`config.mk`:
```
export PLATFORM = sky130hd
export DESIGN_NAME = i2c_byte_engine_flat
export DESIGN_NICKNAME = d
export VERILOG_FILES = /design/src/rtl/i2c_dp_pkg.sv /design/src/rtl/i2c_byte_engine_if.sv /design/src/rtl/i2c_shift_reg.sv /design/src/rtl/i2c_byte_engine.sv /design/src/flat_wrapper.sv
export SDC_FILE = /design/constraint.sdc
export NUM_CORES = 1
export LEC_CHECK = 0
export ABC_AREA = 1
export BUFFER_PORTS_ARGS = -buffer_cell sky130_fd_sc_hd__clkbuf_2
export CAP_MARGIN = 20
export CELL_PAD_IN_SITES_DETAIL_PLACEMENT = 0
export CELL_PAD_IN_SITES_GLOBAL_PLACEMENT = 1
export CORE_ASPECT_RATIO = 0.5
export CORE_MARGIN = 1
export CORE_UTILIZATION = 42
export CTS_CLUSTER_SIZE = 25
export DETAILED_ROUTE_END_ITERATION = 10
export PLACE_DENSITY = 0.89
export SETUP_SLACK_MARGIN = 0.4
export SLEW_MARGIN = 20
export SYNTH_ARGS = -nofsm -noshare
export SYNTH_HDL_FRONTEND = slang
export SYNTH_SLANG_ARGS = --single-unit
```
`constraint.sdc`:
```
create_clock -name clk -period 3 [get_ports clk]
set_input_delay 0.6 -clock clk [delete_from_list [all_inputs] [get_ports clk]]
set_output_delay 0.6 -clock clk [all_outputs]
set_load 0.02 [all_outputs]
```
`src/rtl/i2c_dp_pkg.sv`:
```
// i2c_dp_pkg: command and state encodings for the I2C byte engine.
// The transaction FSM uses the same op_t when it issues commands.
package i2c_dp_pkg;

  // Command opcodes carried on cmd_op.
  typedef enum logic [1:0] {
    OP_START = 2'd0,
    OP_WRITE = 2'd1,
    OP_READ  = 2'd2,
    OP_STOP  = 2'd3
  } op_t;

  // Engine control states.
  typedef enum logic [2:0] {
    S_IDLE  = 3'd0,
    S_START = 3'd1,
    S_SHIFT = 3'd2,
    S_ACK   = 3'd3,
    S_STOP  = 3'd4
  } state_t;

endpackage

```
`src/rtl/i2c_byte_engine_if.sv`:
```
// i2c_byte_engine_if: groups the command handshake (transaction FSM side) and
// the SCL tick / SDA line signals (timing generator and pad side).
//   master : command source + tick/line source (transaction FSM, timing gen, pad)
//   slave  : the byte engine itself
interface i2c_byte_engine_if
  import i2c_dp_pkg::*;
#(
  parameter int DATA_W = 8
) ();
  logic              cmd_valid;
  logic              cmd_ready;
  op_t               cmd_op;
  logic              cmd_nack;
  logic [DATA_W-1:0] tx_data;
  logic [DATA_W-1:0] rx_data;
  logic              done;
  logic              ack_nack;
  logic              arb_lost;
  logic              scl_low_tick;
  logic              scl_high_tick;
  logic              sda_in;
  logic              sda_oe;
  logic              scl_en;

  modport master (
    output cmd_valid, cmd_op, cmd_nack, tx_data, scl_low_tick, scl_high_tick, sda_in,
    input  cmd_ready, rx_data, done, ack_nack, arb_lost, sda_oe, scl_en
  );

  modport slave (
    input  cmd_valid, cmd_op, cmd_nack, tx_data, scl_low_tick, scl_high_tick, sda_in,
    output cmd_ready, rx_data, done, ack_nack, arb_lost, sda_oe, scl_en
  );
endinterface

```
`src/rtl/i2c_shift_reg.sv`:
```
// i2c_shift_reg: frame shift register for the byte engine.
// Ports:
//   clk, reset   system clock, synchronous active-high reset
//   load_i       load load_data_i (has priority over shift_i)
//   shift_i      advance one bit, inserting bit_i at the trailing end
//   bit_o        bit currently presented to the line
//   data_o       parallel contents (received frame after DATA_W shifts)
module i2c_shift_reg #(
  parameter int DATA_W    = 8,
  parameter bit MSB_FIRST = 1'b1
) (
  input  logic              clk,
  input  logic              reset,
  input  logic              load_i,
  input  logic [DATA_W-1:0] load_data_i,
  input  logic              shift_i,
  input  logic              bit_i,
  output logic              bit_o,
  output logic [DATA_W-1:0] data_o
);
  logic [DATA_W-1:0] sr_q;
  logic [DATA_W-1:0] sr_d;

  // Next-state: load, or shift toward the outgoing end while filling the other end.
  always_comb begin
    sr_d = sr_q;
    if (load_i) begin
      sr_d = load_data_i;
    end else if (shift_i) begin
      if (MSB_FIRST) begin
        sr_d = (sr_q << 1'b1) | DATA_W'(bit_i);
      end else begin
        sr_d = (sr_q >> 1'b1) | (DATA_W'(bit_i) << (DATA_W - 1));
      end
    end else begin
      sr_d = sr_q;
    end
  end

  // Shift register state.
  always_ff @(posedge clk) begin
    if (reset) begin
      sr_q <= '0;
    end else begin
      sr_q <= sr_d;
    end
  end

  assign bit_o  = MSB_FIRST ? sr_q[DATA_W-1] : sr_q[0];
  assign data_o = sr_q;
endmodule

```
`src/rtl/i2c_byte_engine.sv`:
```
// i2c_byte_engine: I2C master byte engine on the system clock. Executes one
// START / WRITE / READ / STOP command at a time, paced by SCL low/high ticks.
// Ports:
//   clk    system clock (rising edge)
//   reset  synchronous active-high reset
//   bus    slave side of i2c_byte_engine_if: command handshake, results
//          (rx_data, done, ack_nack, arb_lost), ticks and SDA/SCL controls
module i2c_byte_engine
  import i2c_dp_pkg::*;
#(
  parameter int DATA_W    = 8,
  parameter bit MSB_FIRST = 1'b1
) (
  input  logic                  clk,
  input  logic                  reset,
  i2c_byte_engine_if.slave      bus
);
  localparam int CNT_W = $clog2(DATA_W + 1);

  state_t            state_q, state_d;
  op_t               op_q, op_d;
  logic              nack_q, nack_d;
  logic [CNT_W-1:0]  cnt_q, cnt_d;
  logic              stop_low_q, stop_low_d;   // STOP: low tick already seen
  logic              sda_oe_q, sda_oe_d;
  logic              scl_en_q, scl_en_d;
  logic              done_q, done_d;
  logic              arb_lost_q, arb_lost_d;
  logic              ack_nack_q, ack_nack_d;
  logic              cmd_ready_q, cmd_ready_d;
  logic [DATA_W-1:0] rx_data_q, rx_data_d;

  logic              high_s, low_s;
  logic              sr_load_s, sr_shift_s, sr_bit_s;
  logic [DATA_W-1:0] sr_data_s;

  // A high tick masks a coincident low tick.
  assign high_s = bus.scl_high_tick;
  assign low_s  = bus.scl_low_tick & ~bus.scl_high_tick;

  i2c_shift_reg #(.DATA_W(DATA_W), .MSB_FIRST(MSB_FIRST)) u_sr (
    .clk        (clk),
    .reset      (reset),
    .load_i     (sr_load_s),
    .load_data_i(bus.tx_data),
    .shift_i    (sr_shift_s),
    .bit_i      (bus.sda_in),
    .bit_o      (sr_bit_s),
    .data_o     (sr_data_s)
  );

  // Next-state and output decode.
  always_comb begin
    state_d    = state_q;
    op_d       = op_q;
    nack_d     = nack_q;
    cnt_d      = cnt_q;
    stop_low_d = stop_low_q;
    sda_oe_d   = sda_oe_q;
    scl_en_d   = scl_en_q;
    done_d     = 1'b0;
    arb_lost_d = 1'b0;
    ack_nack_d = ack_nack_q;
    rx_data_d  = rx_data_q;
    sr_load_s  = 1'b0;
    sr_shift_s = 1'b0;
    case (state_q)
      S_IDLE: begin
        // cmd_ready_q is low in the done cycle, so nothing is accepted there.
        if (bus.cmd_valid && cmd_ready_q) begin
          op_d       = bus.cmd_op;
          nack_d     = bus.cmd_nack;
          cnt_d      = CNT_W'(DATA_W);
          stop_low_d = 1'b0;
          sr_load_s  = 1'b1;
          case (bus.cmd_op)
            OP_START: begin
              state_d  = S_START;
              sda_oe_d = 1'b0;
            end
            OP_WRITE: state_d = S_SHIFT;
            OP_READ:  state_d = S_SHIFT;
            OP_STOP:  state_d = S_STOP;
            default:  state_d = S_IDLE;
          endcase
        end else begin
          state_d = S_IDLE;
        end
      end
      S_START: begin
        // SDA falls while SCL is high.
        if (high_s) begin
          sda_oe_d = 1'b1;
          scl_en_d = 1'b1;
          done_d   = 1'b1;
          state_d  = S_IDLE;
        end else begin
          state_d = S_START;
        end
      end
      S_SHIFT: begin
        if (high_s) begin
          // Released a 1 but the line reads 0: another master owns the bus.
          if ((op_q == OP_WRITE) && sr_bit_s && !bus.sda_in) begin
            arb_lost_d = 1'b1;
            done_d     = 1'b1;
            sda_oe_d   = 1'b0;
            scl_en_d   = 1'b0;
            state_d    = S_IDLE;
          end else begin
            sr_shift_s = 1'b1;
            cnt_d      = (cnt_q == CNT_W'(0)) ? CNT_W'(0) : cnt_q - CNT_W'(1);
            if (cnt_q <= CNT_W'(1)) begin
              state_d = S_ACK;
            end else begin
              state_d = S_SHIFT;
            end
          end
        end else if (low_s) begin
          sda_oe_d = (op_q == OP_WRITE) ? ~sr_bit_s : 1'b0;
        end else begin
          state_d = S_SHIFT;
        end
      end
      S_ACK: begin
        if (high_s) begin
          done_d  = 1'b1;
          state_d = S_IDLE;
          if (op_q == OP_WRITE) begin
            ack_nack_d = bus.sda_in;
          end else begin
            rx_data_d = sr_data_s;
          end
        end else if (low_s) begin
          sda_oe_d = (op_q == OP_WRITE) ? 1'b0 : ~nack_q;
        end else begin
          state_d = S_ACK;
        end
      end
      S_STOP: begin
        // Only a high tick that follows the low tick releases SDA.
        if (high_s && stop_low_q) begin
          sda_oe_d = 1'b0;
          scl_en_d = 1'b0;
          done_d   = 1'b1;
          state_d  = S_IDLE;
        end else if (low_s) begin
          sda_oe_d   = 1'b1;
          stop_low_d = 1'b1;
        end else begin
          state_d = S_STOP;
        end
      end
      default: begin
        state_d = S_IDLE;
      end
    endcase
    cmd_ready_d = (state_d == S_IDLE) && !done_d;
  end

  // State and registered outputs.
  always_ff @(posedge clk) begin
    if (reset) begin
      state_q     <= S_IDLE;
      op_q        <= OP_START;
      nack_q      <= 1'b0;
      cnt_q       <= '0;
      stop_low_q  <= 1'b0;
      sda_oe_q    <= 1'b0;
      scl_en_q    <= 1'b0;
      done_q      <= 1'b0;
      arb_lost_q  <= 1'b0;
      ack_nack_q  <= 1'b0;
      cmd_ready_q <= 1'b1;
      rx_data_q   <= '0;
    end else begin
      state_q     <= state_d;
      op_q        <= op_d;
      nack_q      <= nack_d;
      cnt_q       <= cnt_d;
      stop_low_q  <= stop_low_d;
      sda_oe_q    <= sda_oe_d;
      scl_en_q    <= scl_en_d;
      done_q      <= done_d;
      arb_lost_q  <= arb_lost_d;
      ack_nack_q  <= ack_nack_d;
      cmd_ready_q <= cmd_ready_d;
      rx_data_q   <= rx_data_d;
    end
  end

  assign bus.cmd_ready = cmd_ready_q;
  assign bus.rx_data   = rx_data_q;
  assign bus.done      = done_q;
  assign bus.ack_nack  = ack_nack_q;
  assign bus.arb_lost  = arb_lost_q;
  assign bus.sda_oe    = sda_oe_q;
  assign bus.scl_en    = scl_en_q;
endmodule

```
`src/flat_wrapper.sv`:
```
// flat-port wrapper written by rule: the top's interface ports become plain ports
module i2c_byte_engine_flat import i2c_dp_pkg::*;
#(
  parameter int DATA_W    = 8,
  parameter bit MSB_FIRST = 1'b1
)
  (clk, reset, bus_cmd_valid, bus_cmd_op, bus_cmd_nack, bus_tx_data, bus_scl_low_tick, bus_scl_high_tick, bus_sda_in, bus_cmd_ready, bus_rx_data, bus_done, bus_ack_nack, bus_arb_lost, bus_sda_oe, bus_scl_en);
  i2c_byte_engine_if #(.DATA_W(DATA_W)) bus_i ();
  input  logic clk;
  input  logic reset;
  input wire logic [$bits(bus_i.cmd_valid)-1:0] bus_cmd_valid;
  input wire logic [$bits(bus_i.cmd_op)-1:0] bus_cmd_op;
  input wire logic [$bits(bus_i.cmd_nack)-1:0] bus_cmd_nack;
  input wire logic [$bits(bus_i.tx_data)-1:0] bus_tx_data;
  input wire logic [$bits(bus_i.scl_low_tick)-1:0] bus_scl_low_tick;
  input wire logic [$bits(bus_i.scl_high_tick)-1:0] bus_scl_high_tick;
  input wire logic [$bits(bus_i.sda_in)-1:0] bus_sda_in;
  output wire logic [$bits(bus_i.cmd_ready)-1:0] bus_cmd_ready;
  output wire logic [$bits(bus_i.rx_data)-1:0] bus_rx_data;
  output wire logic [$bits(bus_i.done)-1:0] bus_done;
  output wire logic [$bits(bus_i.ack_nack)-1:0] bus_ack_nack;
  output wire logic [$bits(bus_i.arb_lost)-1:0] bus_arb_lost;
  output wire logic [$bits(bus_i.sda_oe)-1:0] bus_sda_oe;
  output wire logic [$bits(bus_i.scl_en)-1:0] bus_scl_en;
  assign bus_i.cmd_valid = bus_cmd_valid;
  assign bus_i.cmd_op = bus_cmd_op;
  assign bus_i.cmd_nack = bus_cmd_nack;
  assign bus_i.tx_data = bus_tx_data;
  assign bus_i.scl_low_tick = bus_scl_low_tick;
  assign bus_i.scl_high_tick = bus_scl_high_tick;
  assign bus_i.sda_in = bus_sda_in;
  assign bus_cmd_ready = bus_i.cmd_ready;
  assign bus_rx_data = bus_i.rx_data;
  assign bus_done = bus_i.done;
  assign bus_ack_nack = bus_i.ack_nack;
  assign bus_arb_lost = bus_i.arb_lost;
  assign bus_sda_oe = bus_i.sda_oe;
  assign bus_scl_en = bus_i.scl_en;
  i2c_byte_engine #(.DATA_W(DATA_W), .MSB_FIRST(MSB_FIRST)) u_core (.clk(clk), .reset(reset), .bus(bus_i));
endmodule
```
# Word-level counts from Yosys, hierarchy flattened
# Cells that the tools add are included.
op_classes:
  bitwise: 7
  addsub: 1
  n_reduce_logical: 26
  n_eq_ne: 22
  n_mux: 48
  magnitude_cmp: 1
op_table:
  columns: ["operator", "count"]
  rows:
  - ["1-bit 2-to-1 mux", 27]
  - ["3-bit 2-to-1 mux", 8]
  - ["4-bit 2-to-1 mux", 4]
  - ["8-bit 2-to-1 mux", 2]
  - ["3-bit case mux with 5 select lines", 1]
  - ["2-bit != test (second input constant)", 6]
  - ["2-bit by 1-bit != test with 1-bit output (second input constant)", 5]
  - ["3-bit case mux with 3 select lines", 1]
  - ["9-bit AND reduction", 1]
  - ["8-bit by 1-bit OR with 8-bit output", 1]
  - ["4-bit case mux with 2 select lines", 1]
  - ["4-bit AND reduction", 2]
  - ["3-bit by 2-bit == test with 1-bit output (second input constant)", 2]
  - ["3-bit zero test", 2]
  - ["3-bit by 2-bit != test with 1-bit output (second input constant)", 2]
  - ["1-bit case mux with 3 select lines", 2]
  - ["3-bit AND reduction", 2]
  - ["2-bit nonzero test", 3]
  - ["2-bit OR reduction", 3]
  - ["1-bit logical AND", 5]
  - ["1-bit inverter", 5]
  - ["1-bit case mux with 5 select lines", 1]
  - ["5-bit AND reduction", 1]
  - ["5-bit nonzero test", 1]
  - ["14 further kinds", 17]
word_totals:
  wordCells: 118
  inputBits: 17
  register_bits: 33

# Depth between registers and ports, before layout
# Gate-level depths: netlist (run 1).
logic_depth:
  word_depth: 8
  depth_mapped: 10
  ltp_nobuf: 9

# By module
# A second synthesis (run 1) with hierarchy kept.
hier_totals:
  hier_cells: 252
  area_unflattened_um2: 1676.6
by_module_without_submodules:
  columns: ["mod", "seq_area_each_um2", "cells_per_inst", "n_inst", "area_each_um2"]
  rows:
  - ["i2c_byte_engine", 500.5, 189, 1, 1255.0]
  - ["i2c_shift_reg", 160.2, 63, 1, 421.7]

# Worst setup path before layout (run 1)
# OpenSTA, ideal clock, no wires.
synth_timing:
  kind: "input to register"
  from: "in bus_cmd_valid"
  to: "reg u_core.u_sr.sr_q[1], in the netlist u_core.u_sr.data_o[1]"
  required_time_ns: 2.871
  setup_ns: 0.129
  n_path_buf: 1
  arrival_time_ns: 1.331
  stages: 8
  slack_ns: 1.540
  cell_sequence: "nand2_1 nor2_8 inv_2 buf_4 nand2_1 nand3_1 o21ai_1 nor2_1"
synth_via:
  elab_chain_cells: 4
synth_lines:
  columns: ["element", "line_no", "source"]
  rows:
  - ["from (decl)", "flat_wrapper.sv:11", "input wire logic [$bits(bus_i.cmd_valid)-1:0] bus_cmd_valid;"]
  - ["1-bit logical AND *", "i2c_byte_engine.sv:70", "if (bus.cmd_valid && cmd_ready_q) begin"]
  - ["1-bit 2-to-1 mux *", "i2c_byte_engine.sv:70", null]
  - ["1-bit 2-to-1 mux *", "i2c_byte_engine.sv:67", "case (state_q)"]
  - ["8-bit 2-to-1 mux or 2-bit nonzero test (tied branches)", null, null]
  - ["to (signal assigned)", "i2c_shift_reg.sv:45", "sr_q <= sr_d;"]
  - ["to (decl)", "i2c_shift_reg.sv:21", "logic [DATA_W-1:0] sr_q;"]
# Mark *: on every way between the ends. The rest lies on a longest branch, timed or not.
# A chain may end at the register's enable or synchronous reset.

# Final worst setup path (run 1)
layout_timing:
  from: "reg u_core.state_q[1]"
  to: "reg u_core.u_sr.sr_q[2], in the netlist u_core.u_sr.data_o[2]"
layout_via:
  elab_chain_cells: 3
layout_lines:
  columns: ["element", "line_no", "source"]
  rows:
  - ["from (decl)", "i2c_byte_engine.sv:20", "state_t state_q, state_d;"]
  - ["from (signal assigned)", "i2c_byte_engine.sv:177", "state_q <= state_d;"]
  - ["3-bit by 2-bit == test with 1-bit output or 3-bit zero test (tied branches)", "i2c_byte_engine.sv:67", null]
  - ["1-bit 2-to-1 mux", "i2c_byte_engine.sv:67", null]
  - ["2-bit nonzero test (no line) or 8-bit 2-to-1 mux (tied branches)", null, null]
# Several ways; a longest one is shown, not always the timed one.

==> metrics.md, run 1 <==
| Metric | Value |
|---|---|
| Final WL | `between 3000 and 4000 µm` |
| Gate Count Post-Synth | `~240` |
| Initial Util | `0.461` |
| Antenna violations before repair | `0` |
| Sw frac | `0.350` |
| I/O Buffers | `30` |
| Vias in the first global route | `~1400` |
| Post-synth cell types | `24` |
| Die area | `roughly 4300 µm²` |
| Startpoint Class | `register` |
| Pint | `roughly 0.0009 W` |
| TritonCTS Buffers | `5` |
| Reg power frac | `0.407` |
| Reg2reg start | `u_core.state_q[1]` |
| Gr usage total | `0.194` |
| Core ar. | `around 3600 µm²` |
| Insertion delay to the later sink of the worst-skew pair | `about 0.29 ns` |
| Drt drc | `0` |
| Resized Gates After CTS | `0` |
| Root Buffer | `clkbuf_8` |
| Share of cells above drive strength 1 | `0.208` |
| Largest net degree at the start of global routing | `22` |
| Endpoints failing setup | `0` |
| Outcome | `completed` |
| Leakage power | `a little over 0.9 nW` |
| Critical path peak fanout | `20` |
| CTS tree | `done` |
| Routed via count | `roughly 1500` |
| Via density | `roughly 4.8` |
| Pre-CTS setup slack | `around 1.1 ns` |
| I/O pin count | `31` |
| Hold Vio Cnt, Final | `0` |
| Synth area leader | `dfxtp_1` |
| RR Endpoint | `u_core.u_sr.data_o[2]` |
| Remaining Overflow, GRT | `0` |
| Most frequent cells in the layout | `53 x nand2_1, 41 x nor2_1, 33 x dfxtp_1, 30 x clkbuf_2, 20 x inv_1` |
| Net Switching | `between 0.0004 and 0.0005 W` |
| Final Max Slew Viols | `0` |
| Commonest non-fill, non-tap cell in the layout | `nand2_1` |
| Maximum clock path buffer count | `2` |
| P&R area growth vs syn | `15.9%` |
| Setup crit end kind | `register` |
| Slew of the pin with the lowest slew margin | `around 0.61 ns` |
| Post-CTS Setup Repair Bufs | `0` |
| DPL Wire Length | `2680 µm` |
| Fin crit share | `0.555` |
| Cell Rows | `15` |
| Inserted Diodes | `0` |
| Syn. warnings | `0` |
| R2R Setup Slk | `1.33 ns` |
| Critical path type | `register to register` |
| # Max-Cap Violations | `0` |
| Seq/Total Area, Yosys | `0.395` |
| Peak VDD IR | `0.280 mV` |
| Worst R2R Path Depth | `8` |
| Worst setup endpoint | `u_core.u_sr.data_o[2]` |
| First-pass GRT wire length | `between 6000 and 7000 µm` |
| Power share of the combinational group | `0.281` |
| WP data arrival | `1.83 ns` |
| Fin nets | `approximately 280` |
| Final antenna-violating net count | `0` |
| Clock transition at path regs | `roughly 0.07 ns` |
| Largest cells by area after synthesis | `dfxtp_1 40%, nand2_1 12%, nor2_1 9.2%` |
| RSZ-0062 raised after global routing | `no` |
| Yosys top cell area share | `0.395` |
| Clk pwr share | `0.312` |
| Die W | `a little over 90 µm` |
| Clk_skew | `0.00754 ns` |
| Mean Syn Cell Area | `~7 µm²` |
| DR iter-0 viols | `78` |
| Die H | `about 47 µm` |
| H-Tree Depth | `2` |
| Tmin final | `1.67 ns` |
| Syn nets | `255` |
| Total negative slack | `0 ns` |
| CP Data Required Time | `3.17 ns` |
| Fmax | `about 600 MHz` |
| Routability cong. | `between 0.8 and 0.9` |
| First-pass DRT Iterations | `4` |
| Slew Limit Headroom | `0.590` |
| Worst setup slack after layout | `around 1.3 ns` |
| Clock sinks | `33` |
| Worst setup startpoint | `u_core.state_q[1]` |
| Worst min path class | `register to register` |
| Routed WL per cell | `approximately 11 µm` |
| Post-synthesis sequential element count | `33` |
| Cell Area, Synth | `1670 µm²` |
| CTS Hold Buffers Added | `0` |
| Pwr/cell area | `~700 nW/µm²` |
critical path: stages, from the launching register on:
cell     delay (ns)
dfxtp_1        0.39
nor2_4         0.21
nand2_4        0.09
nor2_8         0.21
inv_2          0.16
nand2_4        0.23
nand3_1        0.10
o21ai_1        0.09
nor2_1         0.05
cells in the mapped netlist (all sizes together):
library cell and count:
a21oi 15, nand2 56, ha 3, clkbuf 3, nand4 3, o21ai 24
dfxtp 33, buf 5, nand3b 2, o31ai 1, inv 23, nand3 21
nor2 46
sequential cells by signal (all words and copies together), names as in the netlist:
| register | cells |
|---|---|
| u_core.bus.rx_data | 8 |
| u_core.u_sr.data_o | 8 |
| u_core.cnt_q | 4 |
| u_core.state_q | 3 |
| u_core.op_q | 2 |
| u_core.bus.ack_nack | 1 |
| u_core.bus.arb_lost | 1 |
| u_core.bus.cmd_ready | 1 |
| u_core.bus.done | 1 |
| u_core.bus.scl_en | 1 |
| u_core.bus.sda_oe | 1 |
| u_core.nack_q | 1 |
| u_core.stop_low_q | 1 |
metal layers:
metal | up-vias | global-route usage | wire length (µm)
met3 | 4 | 0.0578 | 217
li1 | 816 | - | -
met2 | 37 | 0.329 | 1490
met1 | 666 | 0.248 | 1850
met5 | - | 0 | 0
met4 | 0 | 0.0476 | 29
area by class of cell:
cell class	count	area (µm²)
clock buffers	5	68.8
clock inverters	3	46.3
fillers	354	1690
inverters	23	86.3
multi-input cells	171	861
flip-flops and latches	33	661
well taps	51	63.8
repair buffers	30	150
per-stage QoR:
step / std cells / total power (W) / instance area [µm²] / util / hold WS [ns]
2_1_floorplan: 235 / 0.000891 / 1670 / - / 0.430
3_3_place_gp: 308 / 0.000938 / 1820 / 0.503 / 0.450
3_5_place_dp: 308 / 0.000944 / 1820 / 0.503 / 0.452
4_1_cts: 316 / 0.00137 / 1940 / 0.535 / 0.462
5_1_grt: 316 / 0.00146 / 1940 / 0.535 / 0.496
6_report: 316 / 0.00136 / 1940 / 0.535 / 0.458
cell families after synthesis:
| group | share of synthesized area |
|---|---|
| and+or+nand+nor | 0.362 |
| buffers and inverters | 0.0898 |
| DFF | 0.395 |
| adders and majority gates | 0.0225 |
| AOI/OAI and AO/OA | 0.130 |
power groups by stage:
stage          Sequential (W)  Clock (W)  Combinational, W
6_report             0.000553   0.000423          0.000382
5_1_grt              0.000562   0.000455          0.000438
4_1_cts              0.000552   0.000437          0.000384
3_5_place_dp         0.000562          0          0.000382
3_3_place_gp         0.000562          0          0.000376
2_1_floorplan        0.000563          0          0.000328
how the worst min path moves through the flow:
| stage | start | slack [ns] | depth (start not counted) | end |
|---|---|---|---|---|
| 2_1_floorplan | u_core.nack_q | 0.43 | 2 | u_core.nack_q |
| 3_3_place_gp | u_core.cnt_q[3] | 0.45 | 2 | u_core.cnt_q[3] |
| 3_5_place_dp | u_core.nack_q | 0.45 | 2 | u_core.nack_q |
| 4_1_cts | u_core.nack_q | 0.46 | 2 | u_core.nack_q |
| 5_1_grt | u_core.cnt_q[3] | 0.50 | 2 | u_core.cnt_q[3] |
| 6_report | u_core.nack_q | 0.46 | 2 | u_core.nack_q |
(Power assumes the default switching activity.)
==> run 2, diff against run 1 <==
--- a/config.mk
+++ b/config.mk
@@ -5,17 +5,17 @@
 export SDC_FILE = /design/constraint.sdc
 export NUM_CORES = 1
 export LEC_CHECK = 0
-export ABC_AREA = 1
+export ABC_AREA = 0
 export BUFFER_PORTS_ARGS = -buffer_cell sky130_fd_sc_hd__clkbuf_2
 export CAP_MARGIN = 20
 export CELL_PAD_IN_SITES_DETAIL_PLACEMENT = 0
 export CELL_PAD_IN_SITES_GLOBAL_PLACEMENT = 1
 export CORE_ASPECT_RATIO = 0.5
 export CORE_MARGIN = 1
-export CORE_UTILIZATION = 42
+export CORE_UTILIZATION = 40
 export CTS_CLUSTER_SIZE = 25
 export DETAILED_ROUTE_END_ITERATION = 10
-export PLACE_DENSITY = 0.89
+export PLACE_DENSITY = 0.82
 export SETUP_SLACK_MARGIN = 0.4
 export SLEW_MARGIN = 20
 export SYNTH_ARGS = -nofsm -noshare
==> constraint.sdc (replaced) <==
create_clock -name clk -period 1.6 [get_ports clk]
set_input_delay 0.32 -clock clk [delete_from_list [all_inputs] [get_ports clk]]
set_output_delay 0.32 -clock clk [all_outputs]
set_load 0.02 [all_outputs]
==> run 2 against run 1 <==
The flow now finishes with violations (negative setup slack); sequential share of layout area down 7.1 points; utilization is 15 points higher; sequential cell count unchanged; final cell count fell by 3.5%; die area increased by 2.0%; non-clock buffer count up 39; fmax rose by 3.2%; critical endpoint is now u_core.u_sr.data_o[7].
==> metrics.md, run 2 <==
| Metric | Value |
|---|---|
| Via density | `5.55 (+15%)` |
| Startpoint Class | `register` |
| Worst setup endpoint | `u_core.u_sr.data_o[7]` |
| Worst setup slack after layout | `-0.0145 ns (-1.35 ns)` |
| Critical path type | `register to register` |
| Tmin final | `1.61 ns (-0.0510 ns)` |
| Critical path peak fanout | `16 (-20%)` |
| Die H | `47.1 µm (+1.0%)` |
| Multi-input gate area | `1130 µm² (+31%)` |
| Syn. warnings | `0 (unchanged)` |
| Mux cell area share after synthesis | `0.0616 (+0.0616)` |
| DPL Wire Length | `2880 µm (+7.4%)` |
| Worst R2R Path Depth | `6 (-2)` |
| Violated checks | `negative setup slack` |
| # Max-Cap Violations | `0 (unchanged)` |
| Seq/Total Area, Yosys | `0.406 (+0.0113)` |
| Cell Area, Synth | `1630 µm² (-2.8%)` |
| WP data arrival | `1.81 ns (-0.02 ns)` |
| Outcome | `finished, violations left` |
| Slew of the pin with the lowest slew margin | `0.398 ns (-0.217 ns)` |
| I/O pin count | `31 (unchanged)` |
| RR Endpoint | `u_core.u_sr.data_o[7]` |
| Top post-synthesis cells by count | `33 x dfxtp_1, 29 x nor2_1, 25 x nand2_1` |
| Commonest non-fill, non-tap cell in the layout | `clkbuf_2` |
| Gr usage total | `0.234 (+0.0405)` |
| Placed Instances | `280 (-9.1%)` |
| Final antenna-violating net count | `0 (unchanged)` |
| Primary FF master, synth | `dfxtp_1` |
| Slowest cell on the critical path | `dfxtp_4` |
| Root Buffer | `clkbuf_8` |
| XOR/XNOR share of the synthesized area | `0 (unchanged)` |
| Fill cells | `272 (-23%)` |
| CP Data Required Time | `1.80 ns (-1.37 ns)` |
| Synth Area in Simple Gates | `0.266 (-0.0959)` |
| Largest net degree at the start of global routing | `17 (-23%)` |
| H-Tree Depth | `2 (unchanged)` |
| Routability cong. | `0.891 (+2.9%)` |
| Maximum clock path buffer count | `2 (unchanged)` |
| Post-Synth Adder-Cell Area | `0.0231 (+0.000640)` |
| DR iter-0 viols | `88 (+13%)` |
| I/O Buffers | `30 (unchanged)` |
| Insertion delay to the later sink of the worst-skew pair | `0.29 ns (about the same)` |
| Largest cells by area after synthesis | `dfxtp_1 41%, nor2_1 6.7%, mux2i_1 6.2%` |
| Fin crit share | `1.01 (+0.454)` |
| First-pass DRT Iterations | `6 (+2)` |
| Largest family of logic cells by synthesized area | `simple AND/OR/NAND/NOR gates` |
| CTS Hold Buffers Added | `0 (unchanged)` |
| WHS | `0.254 ns (-0.204 ns)` |
| Most frequent cells in the layout | `30 x clkbuf_2, 27 x nor2_1, 27 x buf_4, 27 x dfxtp_1, 22 x nand2_1` |
| Remaining Overflow, GRT | `0 (unchanged)` |
| Antenna violations before repair | `0 (unchanged)` |
| Initial Util | `0.444 (-0.0174)` |
| Hold Vio Cnt, Final | `0 (unchanged)` |
| Mean Syn Cell Area | `8.65 µm² (+22%)` |
| Vias in the first global route | `1526 (+7.4%)` |
| Leakage power | `1.00 nW (+9.5%)` |
| Peak VDD IR | `0.687 mV (+140%)` |
| Inserted Diodes | `0 (unchanged)` |
| Post-synthesis sequential element count | `33 (unchanged)` |
| CP Buf/Inv Count | `1 (unchanged)` |
| Post-synth EDFFs | `0 (unchanged)` |
| Final Max Slew Viols | `0 (unchanged)` |
| Fmax | `619 MHz (+3.2%)` |
| CP delay by family, top | `compound AO/OA/AOI/OAI gates` |
| R2R Setup Slk | `-0.01 ns (-1.35 ns)` |
| Slew Limit Headroom | `0.733 (+0.143)` |
| Total negative slack | `-0.0145 ns (-0.0145 ns)` |
| First-pass GRT wire length | `7510 µm (+20%)` |
| Cell breakdown of the critical path | `nor3_4, a32o_2, a21boi_4, buf_12, nor2_1, a311oi_1` |
| Die W | `92.1 µm (+1.0%)` |
| Drt drc | `0 (unchanged)` |
| Worst min path class | `input pin to register` |
| Cell Rows | `15 (unchanged)` |
| Synth area leader | `dfxtp_1` |
| Syn nets | `208 (-18%)` |
| RSZ-0062 raised after global routing | `yes` |
| Post-synth cell types | `45 (+88%)` |
| Clock transition at path regs | `0.07 ns (about the same)` |
| Most common cell in the netlist | `dfxtp_1` |
| Clock sinks | `33 (unchanged)` |
| Routed via count | `1692 (+11%)` |
| Async SR Flop Fraction | `0 (unchanged)` |
| Pwr/cell area | `1140 nW/µm² (+63%)` |
| Endpoints failing setup | `1 (+1)` |
| Finished Core Util | `0.689 (+0.154)` |
| TritonCTS Buffers | `5 (unchanged)` |
| Setup crit end kind | `register` |
| Critical Path Stages | `6 (-2)` |
| Non-Filler Instances | `305 (-3.5%)` |
| Share of cells above drive strength 1 | `0.500 (+0.292)` |
| Routed WL per cell | `16.7 µm (+47%)` |
| Final Power | `0.00288 W (+110%)` |
| Crit-path max cell delay | `0.39 ns (about the same)` |
| CTS tree | `done` |
| Post-synthesis compound-gate area fraction | `0.197 (+0.0668)` |
| Core ar. | `3660 µm² (+1.0%)` |
| Gate Count Post-Synth | `188 (-20%)` |
| Worst setup startpoint | `u_core.state_q[0]` |
| Die area | `4340 µm² (+2.0%)` |
| Clk_skew | `0.00375 ns (-0.00378 ns)` |
| Register Area | `681 µm² (+3.0%)` |
| Final WL | `5090 µm (+42%)` |
| Yosys top cell area share | `0.406 (+0.0113)` |
| Fin nets | `273 (-3.9%)` |
| Reg2reg start | `u_core.state_q[0]` |
| P&R area growth vs syn | `55.0%` |
## run 2: cell count changes in the layout (fill, tap and decap cells not counted), moves of 4 or more
cell      delta
a21oi_1     -10
nor3_1       +4
buf_6        +7
mux2i_1     +10
o21ai_1      -5
buf_4       +27
dfxtp_4      +5
nand2_1     -31
nor2_1      -14
a311oi_1     +8
o21ai_0     -12
dfxtp_1      -6
nand3_1     -18
inv_1       -17
## run 2: tightest hold or removal path, cell delays in order
cell	delay [ns]
clkbuf_2	0.08
nand2_1	0.04
a311oi_1	0.06
## run 2: routing by layer
layer,part of all wire,vias up,track usage
met5,0,-,0
met4,0.017,0,0.122
met3,0.054,14,0.0518
met2,0.48,60,0.390
met1,0.45,803,0.299
li1,-,815,-
## run 2: repair_timing
item | in CTS | in global routing
gates resized for setup | 28 | 34
cloned | 1 | 0
pin swaps | 11 | 22
setup endpoints to repair | 33 | 33
buffers inserted | 9 | 7
## run 2: worst min path at each step
stage	startpoint	to	slack [ns]	cells past startpoint
detailed placement	u_core.nack_q	u_core.nack_q	0.45	2
finish	bus_tx_data[2]	u_core.u_sr.data_o[2]	0.25	3
floorplan	reset	u_core.state_q[0]	0.40	1
global placement	u_core.nack_q	u_core.nack_q	0.44	2
global route	bus_tx_data[2]	u_core.u_sr.data_o[2]	0.27	3
CTS	bus_cmd_nack	u_core.nack_q	0.24	3
## run 2: where the power goes
| part | total (W) | switching [W] | internal, W |
|---|---|---|---|
| combinational | 0.00113 | 0.000546 | 0.000584 |
| sequential | 0.00106 | 0.000125 | 0.000933 |
| clock | 0.000693 | 0.000345 | 0.000349 |
| total | 0.00288 | 0.00102 | 0.00187 |
## run 2: layout make-up
class,instances,area share
multi-input cells,139,0.447
flip-flops and latches,33,0.270
repair buffers,69,0.212
clock buffers,6,0.0328
well taps,51,0.0253
inverters,5,0.00745
clock inverters,2,0.00546
## run 2: cell families after synthesis
kind of cell | Yosys count
DFF | 33
and+or+nand+nor | 86
AOI/OAI and AO/OA | 40
muxes | 10
adders and majority gates | 3
buffers and inverters | 16
## run 2: through the flow
step / worst slack [ns] / cell area (µm²)
floorplan: 0.0397 / 1700
global placement: -0.0646 / 1990
detailed placement: -0.152 / 1990
CTS: 0.0452 / 2320
global route: -0.120 / 2520
finish: -0.0145 / 2520
